$ cat config.mk
export PLATFORM = sky130hd
export DESIGN_NAME = fp_decoder
export DESIGN_NICKNAME = d
export VERILOG_FILES = /design/src/rtl/fp_pkg.sv /design/src/rtl/fp_shift_reg.sv /design/src/rtl/fp_decoder.sv
export SDC_FILE = /design/constraint.sdc
export NUM_CORES = 1
export LEC_CHECK = 0
export CAP_MARGIN = 20
export CORE_MARGIN = 3
export CORE_UTILIZATION = 45
export CTS_CLUSTER_SIZE = 8
export DETAILED_ROUTE_END_ITERATION = 10
export MAX_ROUTING_LAYER = met4
export PLACE_DENSITY = 0.69
export SYNTH_ARGS = -nofsm -noshare
export SYNTH_HDL_FRONTEND = slang
export SYNTH_HIERARCHICAL = 1
export SYNTH_SLANG_ARGS = --single-unit
$ cat constraint.sdc
create_clock -name clk -period 5.1 [get_ports clk]
set_input_delay 0.51 -clock clk [delete_from_list [all_inputs] [get_ports clk]]
set_output_delay 0.51 -clock clk [all_outputs]
set_load 0.03 [all_outputs]
$ cat src/rtl/fp_pkg.sv
// fp_pkg: shared definitions for the compact floating-point path
// (1-bit sign, E_W-bit exponent, F_W-bit significand <-> D_W-bit two's complement).
// Used by both the encoder and the decoder.
//   D_W  - linear data width (two's complement)
//   E_W  - exponent width
//   F_W  - significand width
//   M_W  - magnitude register width (D_W-1, magnitude is never negative)
package fp_pkg;

    localparam int D_W = 12;
    localparam int E_W = 3;
    localparam int F_W = 4;
    localparam int M_W = D_W - 1;

    typedef enum logic [1:0] {
        IDLE  = 2'd0,
        SHIFT = 2'd1,
        DONE  = 2'd2
    } fp_state_e;

    // Turns an unsigned magnitude into a D_W-bit two's complement value.
    // A zero magnitude always yields +0, so negative zero can never appear.
    function automatic logic [D_W-1:0] fp_apply_sign(input logic sign,
                                                     input logic [M_W-1:0] mag);
        logic [D_W-1:0] ext;
        ext = {1'b0, mag};
        if (sign && (mag != '0)) begin
            return ~ext + {{(D_W-1){1'b0}}, 1'b1};
        end
        return ext;
    endfunction

endpackage

$ cat src/rtl/fp_shift_reg.sv
// fp_shift_reg: magnitude/count shift register for the iterative decoder.
// On load the significand is zero-extended into the magnitude and the
// exponent becomes the remaining shift count; each shift doubles the
// magnitude and decrements the count.
// Ports:
//   clk, rst  - clock, asynchronous active-high reset
//   load      - capture f_in / e_in (has priority over shift)
//   shift     - mag <<= 1, cnt -= 1 (caller only shifts while cnt != 0)
//   f_in      - significand to load
//   e_in      - exponent to load as shift count
//   mag       - current magnitude
//   done      - remaining shift count is zero
module fp_shift_reg
    import fp_pkg::*;
(
    input  logic           clk,
    input  logic           rst,
    input  logic           load,
    input  logic           shift,
    input  logic [F_W-1:0] f_in,
    input  logic [E_W-1:0] e_in,
    output logic [M_W-1:0] mag,
    output logic           done
);

    logic [M_W-1:0] mag_q, mag_d;
    logic [E_W-1:0] cnt_q, cnt_d;

    always_comb begin
        mag_d = mag_q;
        cnt_d = cnt_q;
        if (load) begin
            mag_d = {{(M_W-F_W){1'b0}}, f_in};
            cnt_d = e_in;
        end else if (shift) begin
            // 15 << 7 fits in M_W bits, so the dropped MSB is always zero.
            mag_d = {mag_q[M_W-2:0], 1'b0};
            cnt_d = cnt_q - {{(E_W-1){1'b0}}, 1'b1};
        end
    end

    always_ff @(posedge clk or posedge rst) begin
        if (rst) begin
            mag_q <= '0;
            cnt_q <= '0;
        end else begin
            mag_q <= mag_d;
            cnt_q <= cnt_d;
        end
    end

    assign mag  = mag_q;
    assign done = (cnt_q == '0);

endmodule

$ cat src/rtl/fp_decoder.sv
// fp_decoder: iterative decoder from compact float (s, e, f) to a D_W-bit
// two's complement value d = (s ? -1 : 1) * f * 2^e.
// Handshakes: a transfer happens on a rising clock edge where valid and
// ready are both high. in_ready is high only in IDLE; out_valid is high only
// in DONE, and d is held stable for as long as out_valid is high. Both are
// decoded from state, so there is no combinational input-to-output path.
// Latency from accept edge to out_valid is e+1 cycles; no overlap.
// Ports:
//   clk, rst   - clock, asynchronous active-high reset
//   in_valid   - encoded word present on s/e/f
//   in_ready   - decoder can accept
//   s, e, f    - sign (1 = negative), exponent, significand
//   out_valid  - d holds a finished result
//   out_ready  - consumer takes d
//   d          - decoded value
module fp_decoder
    import fp_pkg::*;
(
    input  logic           clk,
    input  logic           rst,
    input  logic           in_valid,
    output logic           in_ready,
    input  logic           s,
    input  logic [E_W-1:0] e,
    input  logic [F_W-1:0] f,
    output logic           out_valid,
    input  logic           out_ready,
    output logic [D_W-1:0] d
);

    fp_state_e      state_q, state_d;
    logic           sign_q, sign_d;
    logic [D_W-1:0] d_q, d_d;
    logic           load, shift;
    logic [M_W-1:0] mag;
    logic           done;

    fp_shift_reg u_shift_reg (
        .clk   (clk),
        .rst   (rst),
        .load  (load),
        .shift (shift),
        .f_in  (f),
        .e_in  (e),
        .mag   (mag),
        .done  (done)
    );

    always_comb begin
        state_d = state_q;
        sign_d  = sign_q;
        d_d     = d_q;
        load    = 1'b0;
        shift   = 1'b0;
        case (state_q)
            IDLE: begin
                if (in_valid) begin
                    load    = 1'b1;
                    sign_d  = s;
                    state_d = SHIFT;
                end
            end
            SHIFT: begin
                // f == 0 still shifts e times so latency depends only on e.
                if (!done) begin
                    shift = 1'b1;
                end else begin
                    d_d     = fp_apply_sign(sign_q, mag);
                    state_d = DONE;
                end
            end
            DONE: begin
                if (out_ready) begin
                    state_d = IDLE;
                end
            end
            default: begin
                state_d = IDLE;
            end
        endcase
    end

    always_ff @(posedge clk or posedge rst) begin
        if (rst) begin
            state_q <= IDLE;
            sign_q  <= 1'b0;
            d_q     <= '0;
        end else begin
            state_q <= state_d;
            sign_q  <= sign_d;
            d_q     <= d_d;
        end
    end

    assign in_ready  = (state_q == IDLE);
    assign out_valid = (state_q == DONE);
    assign d         = d_q;

endmodule

Word-level counts from Yosys, hierarchy flattened

Index checks and enable logic that the tools add are counted.

Input port bits: 12
Register bits: 29
Output and inout bits: 14
Logic and storage cells: 38

Multiplexer cells: 17
Bitwise operators: 1
Add/subtract/negate cells: 2
Equality and inequality tests: 5
Reductions and logical operators: 8

Operators with widths:

| kind                    | number |
|---|---|
| $mux W12                | 2 |
| $mux W11                | 2 |
| $add A12 B1 Y12 const B | 1 |
| $not A11 Y12            | 1 |
| $reduce_bool A11 Y1     | 1 |
| $mux W1                 | 7 |
| $mux W2                 | 3 |
| $mux W3                 | 2 |
| $pmux W2 S3             | 1 |
| $ne A2 B2 Y1 const B    | 2 |
| $reduce_and A2 Y1       | 2 |
| $logic_not A3 Y1        | 1 |
| $reduce_and A3 Y1       | 1 |
| $sub A3 B1 Y3 const B   | 1 |
| $eq A2 B1 Y1 const B    | 1 |
| $eq A2 B2 Y1 const B    | 1 |
| $logic_not A2 Y1        | 1 |
| $ne A2 B1 Y1 const B    | 1 |
| $reduce_bool A2 Y1      | 1 |
| $logic_and A1 B1 Y1     | 1 |

Logic depth before layout (Yosys ltp)

Gate-level depths: netlist of run 1.

Word-level depth: 6
Depth in mapped cells: 9
Depth with buffers taken out: 7

Cells and area by module

The synthesis of run 1 kept the hierarchy.

By module, submodules not included:

| module       | area each (um2) | instances | cells an instance | seq. area each (um2) |
|---|---|---|---|---|
| fp_decoder   | 877.1           | 1         | 99                | 375.4 |
| fp_shift_reg | 673.1           | 1         | 61                | 350.3 |

Least setup slack after synthesis of run 1

OpenSTA, ideal clock, no wires.

Path type: reg-to-reg
Start point: reg u_shift_reg.mag_q[0] (netlist: u_shift_reg/mag[0])
End point: reg d_q[7] (netlist: d[7])
Slack: 2.982 ns
Setup time: 0.082 ns
Period minus slack after synthesis: 2.118 ns
Stages on the path, launching flop included: 9
Buffers on the path: 2
Arrival time: 2.036 ns
Required time: 5.018 ns
Cell sequence: dfrtp_1 -> inv_1 -> ha_1 -> or3b_1 -> clkbuf_1 -> or4_4 -> buf_6 -> a31o_1 -> a31oi_1

Word-level cells in the longest chain between the ends: 6
Elaborated cells between the ends (all ways): 9
Classes of those cells: 1 x add/sub; 5 x mux; 1 x bitwise; 2 x reduce/logical

RTL lines:

| element                                                 | RTL line           | text |
|---|---|---|
| from (decl)                                             | fp_shift_reg.sv:26 | `logic [M_W-1:0] mag_q, mag_d;` |
| from (signal assigned)                                  | fp_shift_reg.sv:47 | `mag_q <= mag_d;` |
| branches (longest 5 deep; another with $add A12 B1 Y12) | -                  |  |
| $mux W12 *                                              | fp_pkg.sv:30       | `return ext;` |
| to (signal assigned)                                    | fp_decoder.sv:87   | `d_q <= '0;` |
| to (signal assigned)                                    | fp_decoder.sv:91   | `d_q <= d_d;` |
| to (decl)                                               | fp_decoder.sv:33   | `logic [D_W-1:0] d_q, d_d;` |

Every way passes the cells marked *. The select of a mux whose other input is x is not followed.
A chain may end at the register's enable or synchronous reset.

Worst setup path in the final report of run 1

Start point: reg u_shift_reg.mag_q[0] (netlist: u_shift_reg/mag[0])
End point: reg d_q[5] (netlist: d[5])

Same word-level chain as after synthesis.

==> run summary, run 1 <==
OUTCOME
---------------------------------------------------------------------------------
Run status ......................................................... complete, no violations

SYNTH
---------------------------------------------------------------------------------
Fraction of synthesis flops using an asynchronous set or reset pin .         100%
Yosys top cell area share ..........................................        46.8%
Simple-Gate Fraction of Synth Area .................................        18.2%
Most used flip-flop cell after synthesis ........................... sky130_fd_sc_hd__dfrtp_1
Mapped Cells .......................................................          160
Leading cell types by count after synthesis ........................ sky130_fd_sc_hd__dfrtp_1 (29), sky130_fd_sc_hd__nand2_1 (18), sky130_fd_sc_hd__o21ai_0 (15), sky130_fd_sc_hd__nor2_1 (14), sky130_fd_sc_hd__inv_1 (13)
Cell taking the most area after synthesis .......................... sky130_fd_sc_hd__dfrtp_1
Mapped cell area ................................................... 0.00155 sq mm
Most common cell in the netlist .................................... sky130_fd_sc_hd__dfrtp_1
Mean cell area of the mapped netlist ...............................   9.69 sq um
#FFs+latches synth .................................................           29
Leading post-synthesis cells by cell area .......................... sky130_fd_sc_hd__dfrtp_1 (47%), sky130_fd_sc_hd__mux2i_1 (6.5%), sky130_fd_sc_hd__o21ai_0 (4.8%), sky130_fd_sc_hd__nand2_1 (4.4%), sky130_fd_sc_hd__nor2_1 (3.4%)
Share of the synthesized area in compound gates (AO/OA/AOI/OAI) ....        14.4%
Number of warnings issued by yosys .................................            6
Combinational family with the most area after synthesis ............ simple AND/OR/NAND/NOR gates
Distinct cells, synth ..............................................           35
Synthesized Nets ...................................................          175
XOR/XNOR share of the synthesized area .............................        3.39%
Sequential cell area fraction in the yosys report ..................        46.8%
Post-synthesis mux area share ......................................        7.18%
Adder-cell share of the synthesized area ...........................        2.42%
Number of enable flip-flop cells after synthesis ...................            0

PWR
---------------------------------------------------------------------------------
Total leakage power ................................................     0.849 nW
Switching Power ....................................................     0.568 mW
Comb power frac ....................................................        56.1%
Worst-case vdd ir drop .............................................       243 uV
Design internal power ..............................................     0.709 mW
Proportion of power drawn by flip-flops and latches ................        33.7%
Net switching fraction of the power ................................        44.5%
Clock group share of total power ...................................        10.3%
Power per unit of standard cell area ...............................  693 mW/mm^2

GLOBAL ROUTE
---------------------------------------------------------------------------------
Remaining global-route overflow ....................................            0
Via count of the first global-routing pass .........................        1,085
Maximum number of pins on one net before global-route repair .......           22
Initial antenna violation count ....................................            0
Overall routing resource usage .....................................        15.8%
Global-route wire length before repair .............................      4.84 mm

CTS
---------------------------------------------------------------------------------
CTS resizes ........................................................            0
Number of clock sinks seen by CTS ..................................           29
Total setup buffers inserted after CTS .............................            0
Root Buffer ........................................................ sky130_fd_sc_hd__clkbuf_4
Inserted Clock Buffers .............................................            5
Worst-path clk slew ................................................      0.09 ns
Clock tree from TritonCTS ..........................................          yes
Source-to-sink clock delay at the later pin of the worst-skew pair .      0.33 ns
# hold bufs at CTS .................................................            0
Max H-tree Level ...................................................            2
Maximum number of buffers from clock root to sink ..................            2

SETUP PATH
---------------------------------------------------------------------------------
CP Capture Type ....................................................         flop
Biggest fanout along the worst timing path .........................            8
R2r setup slk ......................................................      2.92 ns
Worst path required time ...........................................      5.36 ns
Setup CP Type ...................................................... flop to flop
Arrival time of the worst setup path ...............................      2.44 ns
Element type at the critical path start ............................         flop

ROUTING
---------------------------------------------------------------------------------
DRC violations left ................................................            0
Detailed Routing Iterations Pass 1 .................................            4
WL/cell ............................................................ 12.3 microns
Metal1 wirelength ..................................................      1.34 mm
Vias ...............................................................        1,179
Residual antenna-violating net count after detailed routing ........            0
Routed met2 length .................................................      1.25 mm
Top layer reached by signal wires ..................................         met4
Metal3 WL ..........................................................  133 microns
Average via count per standard cell ................................         5.17
Starting DRC count in detailed routing .............................           42
Routed Wire Length .................................................      2.81 mm

STA
---------------------------------------------------------------------------------
Actual transition at the worst max-transition pin ..................     0.574 ns
Count of pins over their slew limit ................................            0
Final Worst Setup Slack ............................................      2.92 ns
Final min period ...................................................      2.18 ns
Min Hold Slack .....................................................     0.491 ns
Final-layout setup total negative slack ............................         0 ns
Crit share post-route ..............................................        42.7%
Largest clock skew in the final design .............................   0.00608 ns
Final setup violation count ........................................            0
Setup repair after global routing missed its margin ................           no
Fmax achieved ......................................................    0.459 GHz
Relative slew slack ................................................        61.7%
Final Hold Viols ...................................................            0

PLACE
---------------------------------------------------------------------------------
Estimated wirelength of the detail-placed design ...................      2.07 mm
Worst setup slack after placement ..................................      2.92 ns
Quantity of I/O buffers inserted on ports ..........................           25
Cell area reported after detailed placement ........................ 0.00179 sq mm
RePlAce Congestion .................................................        0.784

FLOORPLANNING
---------------------------------------------------------------------------------
Number of placement rows ...........................................           20
Vertical die dimension ............................................. 64.7 microns
Chip width ......................................................... 64.7 microns
Starting Density ...................................................        48.8%
Core area .......................................................... 0.00318 sq mm
IO Count ...........................................................           26
Die Outline Area ................................................... 0.00419 sq mm

CELLS AND AREA
---------------------------------------------------------------------------------
Number of diodes added for antenna fixing ..........................            0
Final core utilization .............................................        58.0%
Net count of the finished layout ...................................          198
Post-Layout Inst Area .............................................. 0.00184 sq mm
Area Growth Syn to Fin .............................................        19.0%
Ratio of cells with drive above 1 in the final layout ..............        11.4%

MIN PATH
---------------------------------------------------------------------------------
Classification of the worst-slack hold path ........................ flop to flop

FLOW RUN
---------------------------------------------------------------------------------
Max-cap check violation count ......................................            0

final cells by class:
type / count / area, sq um
Clock buffer: 6 / 41.3
Clock inverter: 2 / 10.0
Fill cell: 300 / 1330
Inverter: 13 / 48.8
Multi-Input combinational cell: 108 / 706
Sequential cell: 29 / 726
Tap cell: 44 / 55.1
Timing Repair Buffer: 26 / 258
cells by family after synthesis:
group                      Yosys count
adders and majority gates            3
AOI/OAI and AO/OA                   33
DFF                                 29
buffers and inverters               23
muxes                               11
xor gates and xnor gates             6
and+or+nand+nor                     55
registers in the layout, indices dropped and copies added, names as in the netlist:
register / count
u_shift_reg/cnt_q: 3
sign_q: 1
d: 12
state_q: 2
u_shift_reg/mag: 11
power groups by stage:
stage,sequential [mW],clock [mW],combinational (mW)
floorplan,0.482,0,0.524
global placement,0.426,0,0.708
detailed placement,0.435,0,0.717
CTS,0.430,0.139,0.720
global route,0.447,0.149,0.793
finish,0.430,0.131,0.716
cells in the final DEF, fill, tap and decap left out, types with 3 or more instances in the layout:
master / synthesis / layout
sky130_fd_sc_hd__xor2_1: 4 / 4
sky130_fd_sc_hd__nand2b_1: 4 / 4
sky130_fd_sc_hd__nor2_1: 14 / 14
sky130_fd_sc_hd__a31oi_1: 4 / 4
sky130_fd_sc_hd__o21ai_0: 15 / 15
sky130_fd_sc_hd__nand4_1: 3 / 3
sky130_fd_sc_hd__nand2_1: 18 / 18
sky130_fd_sc_hd__clkdlybuf4s50_1: 0 / 25
sky130_fd_sc_hd__a31o_1: 3 / 3
sky130_fd_sc_hd__inv_1: 13 / 13
sky130_fd_sc_hd__clkbuf_4: 0 / 5
sky130_fd_sc_hd__or2_2: 3 / 3
sky130_fd_sc_hd__mux2i_1: 10 / 10
sky130_fd_sc_hd__ha_1: 3 / 3
sky130_fd_sc_hd__dfrtp_1: 29 / 29
layer usage:
metal | vias up | global-route usage (%)
met5 | - | -
met2 | 29 | 23.3
met4 | 0 | 10.6
met1 | 549 | 18.9
li1 | 593 | -
met3 | 8 | 4.33
critical path, stage by stage, from the launching register on:
cell and delay [ns]:
sky130_fd_sc_hd__dfrtp_1 0.42, sky130_fd_sc_hd__inv_1 0.09, sky130_fd_sc_hd__ha_1 0.19, sky130_fd_sc_hd__or3b_1 0.44, sky130_fd_sc_hd__or4_4 0.56, sky130_fd_sc_hd__a31o_1 0.23, sky130_fd_sc_hd__a31oi_1 0.17
per-stage QoR:
step | power [mW] | cells
global route | 1.39 | 228
CTS | 1.29 | 228
finish | 1.28 | 228
detailed placement | 1.15 | 220
floorplan | 1.01 | 160
global placement | 1.13 | 220
final timing paths:
path / startpoint / cells past startpoint / endpoint
min reg2reg: d[11] / 2 / d[11]
max reg2reg: u_shift_reg/mag[0] / 6 / d[5]
min: d[11] / 2 / d[11]
max: u_shift_reg/mag[0] / 6 / d[5]
max in group asynchronous: rst / 2 / d[8]
min in group asynchronous: rst / 2 / u_shift_reg/mag[5]
(Power assumes the default switching activity.)
==> inputs of run 2 (changes only) <==
--- a/config.mk
+++ b/config.mk
@@ -11,7 +11,7 @@
 export CTS_CLUSTER_SIZE = 8
 export DETAILED_ROUTE_END_ITERATION = 10
 export MAX_ROUTING_LAYER = met4
-export PLACE_DENSITY = 0.69
+export PLACE_DENSITY = 0.72
 export SYNTH_ARGS = -nofsm -noshare
 export SYNTH_HDL_FRONTEND = slang
 export SYNTH_HIERARCHICAL = 1
==> constraint.sdc (replaced) <==
create_clock -name clk -period 1.8 [get_ports clk]
set_input_delay 0.18 -clock clk [delete_from_list [all_inputs] [get_ports clk]]
set_output_delay 0.18 -clock clk [all_outputs]
set_load 0.03 [all_outputs]
==> run summary, run 2 (synthesis gave the netlist of run 1 again) <==
STA
-------------------------------------------------------------------------------------
Final Worst Setup Slack ................................................    -0.106 ns   -3.03 ns
Setup repair after global routing missed its margin ....................          yes
Final Hold Viols .......................................................            0   unchanged
Final setup violation count ............................................            4   +4
Largest clock skew in the final design .................................   0.00461 ns   -0.00147 ns
Relative slew slack ....................................................        62.5%   +0.83 points
Final min period .......................................................      1.91 ns   -0.272 ns
Crit share post-route ..................................................         106%   +63 points
Final-layout setup total negative slack ................................    -0.398 ns   -0.398 ns
Fmax achieved ..........................................................    0.525 GHz   +14%
Actual transition at the worst max-transition pin ......................     0.561 ns   -0.0125 ns
Count of pins over their slew limit ....................................            0   unchanged

ROUTING
-------------------------------------------------------------------------------------
Average via count per standard cell ....................................         5.26   +1.7%
Metal1 wirelength ......................................................      1.43 mm   +6.3%
Top layer reached by signal wires ......................................         met4
Routed Wire Length .....................................................      3.34 mm   +19%
WL/cell ................................................................ 13.3 microns   +8.3%
Vias ...................................................................        1,320   +12%
Routed met2 length .....................................................      1.70 mm   +36%
DRC violations left ....................................................            0   unchanged
Metal3 WL ..............................................................  171 microns   +29%
Starting DRC count in detailed routing .................................           67   +60%
Detailed Routing Iterations Pass 1 .....................................            4   unchanged
Residual antenna-violating net count after detailed routing ............            0   unchanged

FLOORPLANNING
-------------------------------------------------------------------------------------
Vertical die dimension ................................................. 64.7 microns   unchanged
Starting Density .......................................................        48.8%   unchanged
Core area .............................................................. 0.00318 sq mm   unchanged
Chip width ............................................................. 64.7 microns   unchanged
IO Count ...............................................................           26   unchanged
Die Outline Area ....................................................... 0.00419 sq mm   unchanged
Number of placement rows ...............................................           20   unchanged

SETUP PATH
-------------------------------------------------------------------------------------
Element type at the critical path start ................................         flop
Depth of the most critical reg-to-reg path .............................            4   -2
Worst path cell trace .................................................. or4_4 > or4_4 > a31o_1 > a31oi_1
Endpoint of the worst register-to-register path ........................         d[7]
Biggest fanout along the worst timing path .............................            8   unchanged
Slowest library cell on the worst path ................................. sky130_fd_sc_hd__or4_4
Cell type with the highest occurrence count on the critical path ....... sky130_fd_sc_hd__or4_4
R2r setup slk ..........................................................     -0.11 ns   -3.03 ns
Arrival time of the worst setup path ...................................      2.15 ns   -0.29 ns
CP startpoint .......................................................... u_shift_reg/mag[6]
Start of the worst register-to-register path ........................... u_shift_reg/mag[6]
CP Capture Type ........................................................         flop
CP Capture Point .......................................................         d[7]
Setup CP Type .......................................................... flop to flop
Delay of the slowest cell on the worst path ............................      0.55 ns   about the same
Worst path required time ...............................................      2.05 ns   -3.31 ns

FLOW RUN
-------------------------------------------------------------------------------------
Max-cap check violation count ..........................................            0   unchanged

CELLS AND AREA
-------------------------------------------------------------------------------------
Flip-flop count of the largest register, all copies and words added ....           12   unchanged
Ratio of cells with drive above 1 in the final layout ..................        23.2%   +12 points
Leading cell types in the layout, fill and taps excluded ............... sky130_fd_sc_hd__dfrtp_1 (29), sky130_fd_sc_hd__clkdlybuf4s50_1 (23), sky130_fd_sc_hd__buf_4 (23), sky130_fd_sc_hd__nand2_1 (18), sky130_fd_sc_hd__o21ai_0 (15)
Number of cells in the finished layout apart from fillers ..............          251   +10%
Net count of the finished layout .......................................          221   +12%
Filler cells ...........................................................          268   -11%
Post-Layout Inst Area .................................................. 0.00205 sq mm   +11%
Number of diodes added for antenna fixing ..............................            0   unchanged
Most frequent standard cell in the layout excluding fill and tap cells . sky130_fd_sc_hd__dfrtp_1
Final core utilization .................................................        64.6%   +6.6 points
Area Growth Syn to Fin .................................................        32.5%
Footprint of the multi-input gates .....................................    732 sq um   +3.7%
Storage cell area ......................................................    726 sq um   unchanged

GLOBAL ROUTE
-------------------------------------------------------------------------------------
Global-route wire length before repair .................................      5.75 mm   +19%
Initial antenna violation count ........................................            0   unchanged
Via count of the first global-routing pass .............................        1,300   +20%
Remaining global-route overflow ........................................            0   unchanged
Maximum number of pins on one net before global-route repair ...........           18   -18%
Overall routing resource usage .........................................        18.4%   +2.6 points

PWR
-------------------------------------------------------------------------------------
Worst-case vdd ir drop .................................................       895 uV   +270%
Power per unit of standard cell area ................................... 2020 mW/mm^2   +190%
Total leakage power ....................................................     0.987 nW   +16%

PLACE
-------------------------------------------------------------------------------------
Cell area reported after detailed placement ............................ 0.00196 sq mm   +9.2%
RePlAce Congestion .....................................................        0.810   +3.4%
Quantity of I/O buffers inserted on ports ..............................           25   unchanged
Worst setup slack after placement ......................................    -0.153 ns   -3.07 ns
Estimated wirelength of the detail-placed design .......................      2.41 mm   +16%
Dpl cells ..............................................................          240   +9.1%

OUTCOME
-------------------------------------------------------------------------------------
Failing checks ......................................................... setup timing
Run status ............................................................. complete, but fails checks

CTS
-------------------------------------------------------------------------------------
Clock tree from TritonCTS ..............................................          yes
Source-to-sink clock delay at the later pin of the worst-skew pair .....      0.32 ns   about the same
Max H-tree Level .......................................................            2   unchanged
Number of clock sinks seen by CTS ......................................           29   unchanged
Maximum number of buffers from clock root to sink ......................            2   unchanged
Worst-path clk slew ....................................................      0.08 ns   about the same
Inserted Clock Buffers .................................................            5   unchanged
# hold bufs at CTS .....................................................            0   unchanged
Root Buffer ............................................................ sky130_fd_sc_hd__clkbuf_4

MIN PATH
-------------------------------------------------------------------------------------
Classification of the worst-slack hold path ............................ primary input to asynchronous set/reset pin

==> run 2: changes by cell type in the layout (fill, tap and decap cells not counted), moves of 2 or more <==
cell	delta
sky130_fd_sc_hd__clkinv_2	-2
sky130_fd_sc_hd__clkbuf_1	+2
sky130_fd_sc_hd__inv_2	+2
sky130_fd_sc_hd__inv_1	-2
sky130_fd_sc_hd__buf_4	+22
sky130_fd_sc_hd__clkdlybuf4s50_1	-2
==> run 2: per-layer routing <==
| layer | vias to the layer above | GRT usage [%] |
|---|---|---|
| met5 | - | - |
| met4 | 0 | 6.60 |
| met3 | 6 | 4.51 |
| met2 | 35 | 31.6 |
| met1 | 639 | 20.9 |
| li1 | 640 | - |
==> run 2: cell type report <==
type                            instances  share of cell area [%]
Clock buffer                            8                    2.38
Inverter                               13                    2.38
Multi-Input combinational cell        108                    35.6
Sequential cell                        29                    35.3
Tap cell                               44                    2.68
Timing Repair Buffer                   49                    21.6
==> run 2: how the worst min path moves through the flow <==
| stage | startpoint | end | slack (ns) |
|---|---|---|---|
| 3_3_place_gp | d[11] | d[11] | 0.45 |
| 6_report | rst | u_shift_reg/cnt_q[0] | 0.22 |
| 5_1_grt | rst | u_shift_reg/mag[6] | 0.28 |
| 4_1_cts | rst | u_shift_reg/cnt_q[0] | 0.24 |
| 3_5_place_dp | d[11] | d[11] | 0.46 |
| 2_1_floorplan | rst | u_shift_reg/cnt_q[0] | 0.07 |
==> run 2: report_power, final <==
group	leakage, nW	switching [mW]	internal (mW)	total (mW)
combinational	0.593	1.34	1.29	2.63
sequential	0.368	0.219	0.937	1.16
clock	0.0265	0.212	0.155	0.367
total	0.987	1.77	2.39	4.15
==> run 2: worst max-delay path, delay by kind of cell (launching register included) <==
family / cells / cell delay, ns
AOI/OAI and AO/OA: 2 / 0.37
DFF: 1 / 0.38
and+or+nand+nor: 2 / 1.08
==> run 2: stage by stage <==
| stage | hold WS [ns] | power (mW) |
|---|---|---|
| final | 0.221 | 4.15 |
| after global routing | 0.279 | 4.48 |
| after CTS | 0.237 | 4.11 |
| after detailed placement | 0.457 | 3.66 |
| after global placement | 0.452 | 3.57 |
| after floorplan | 0.0692 | 2.86 |
==> run 2: what timing repair did <==
action,in CTS,in global routing
setup endpoints to repair,9,10
resized for setup,5,4
buffers inserted,3,0
pin swaps,10,2
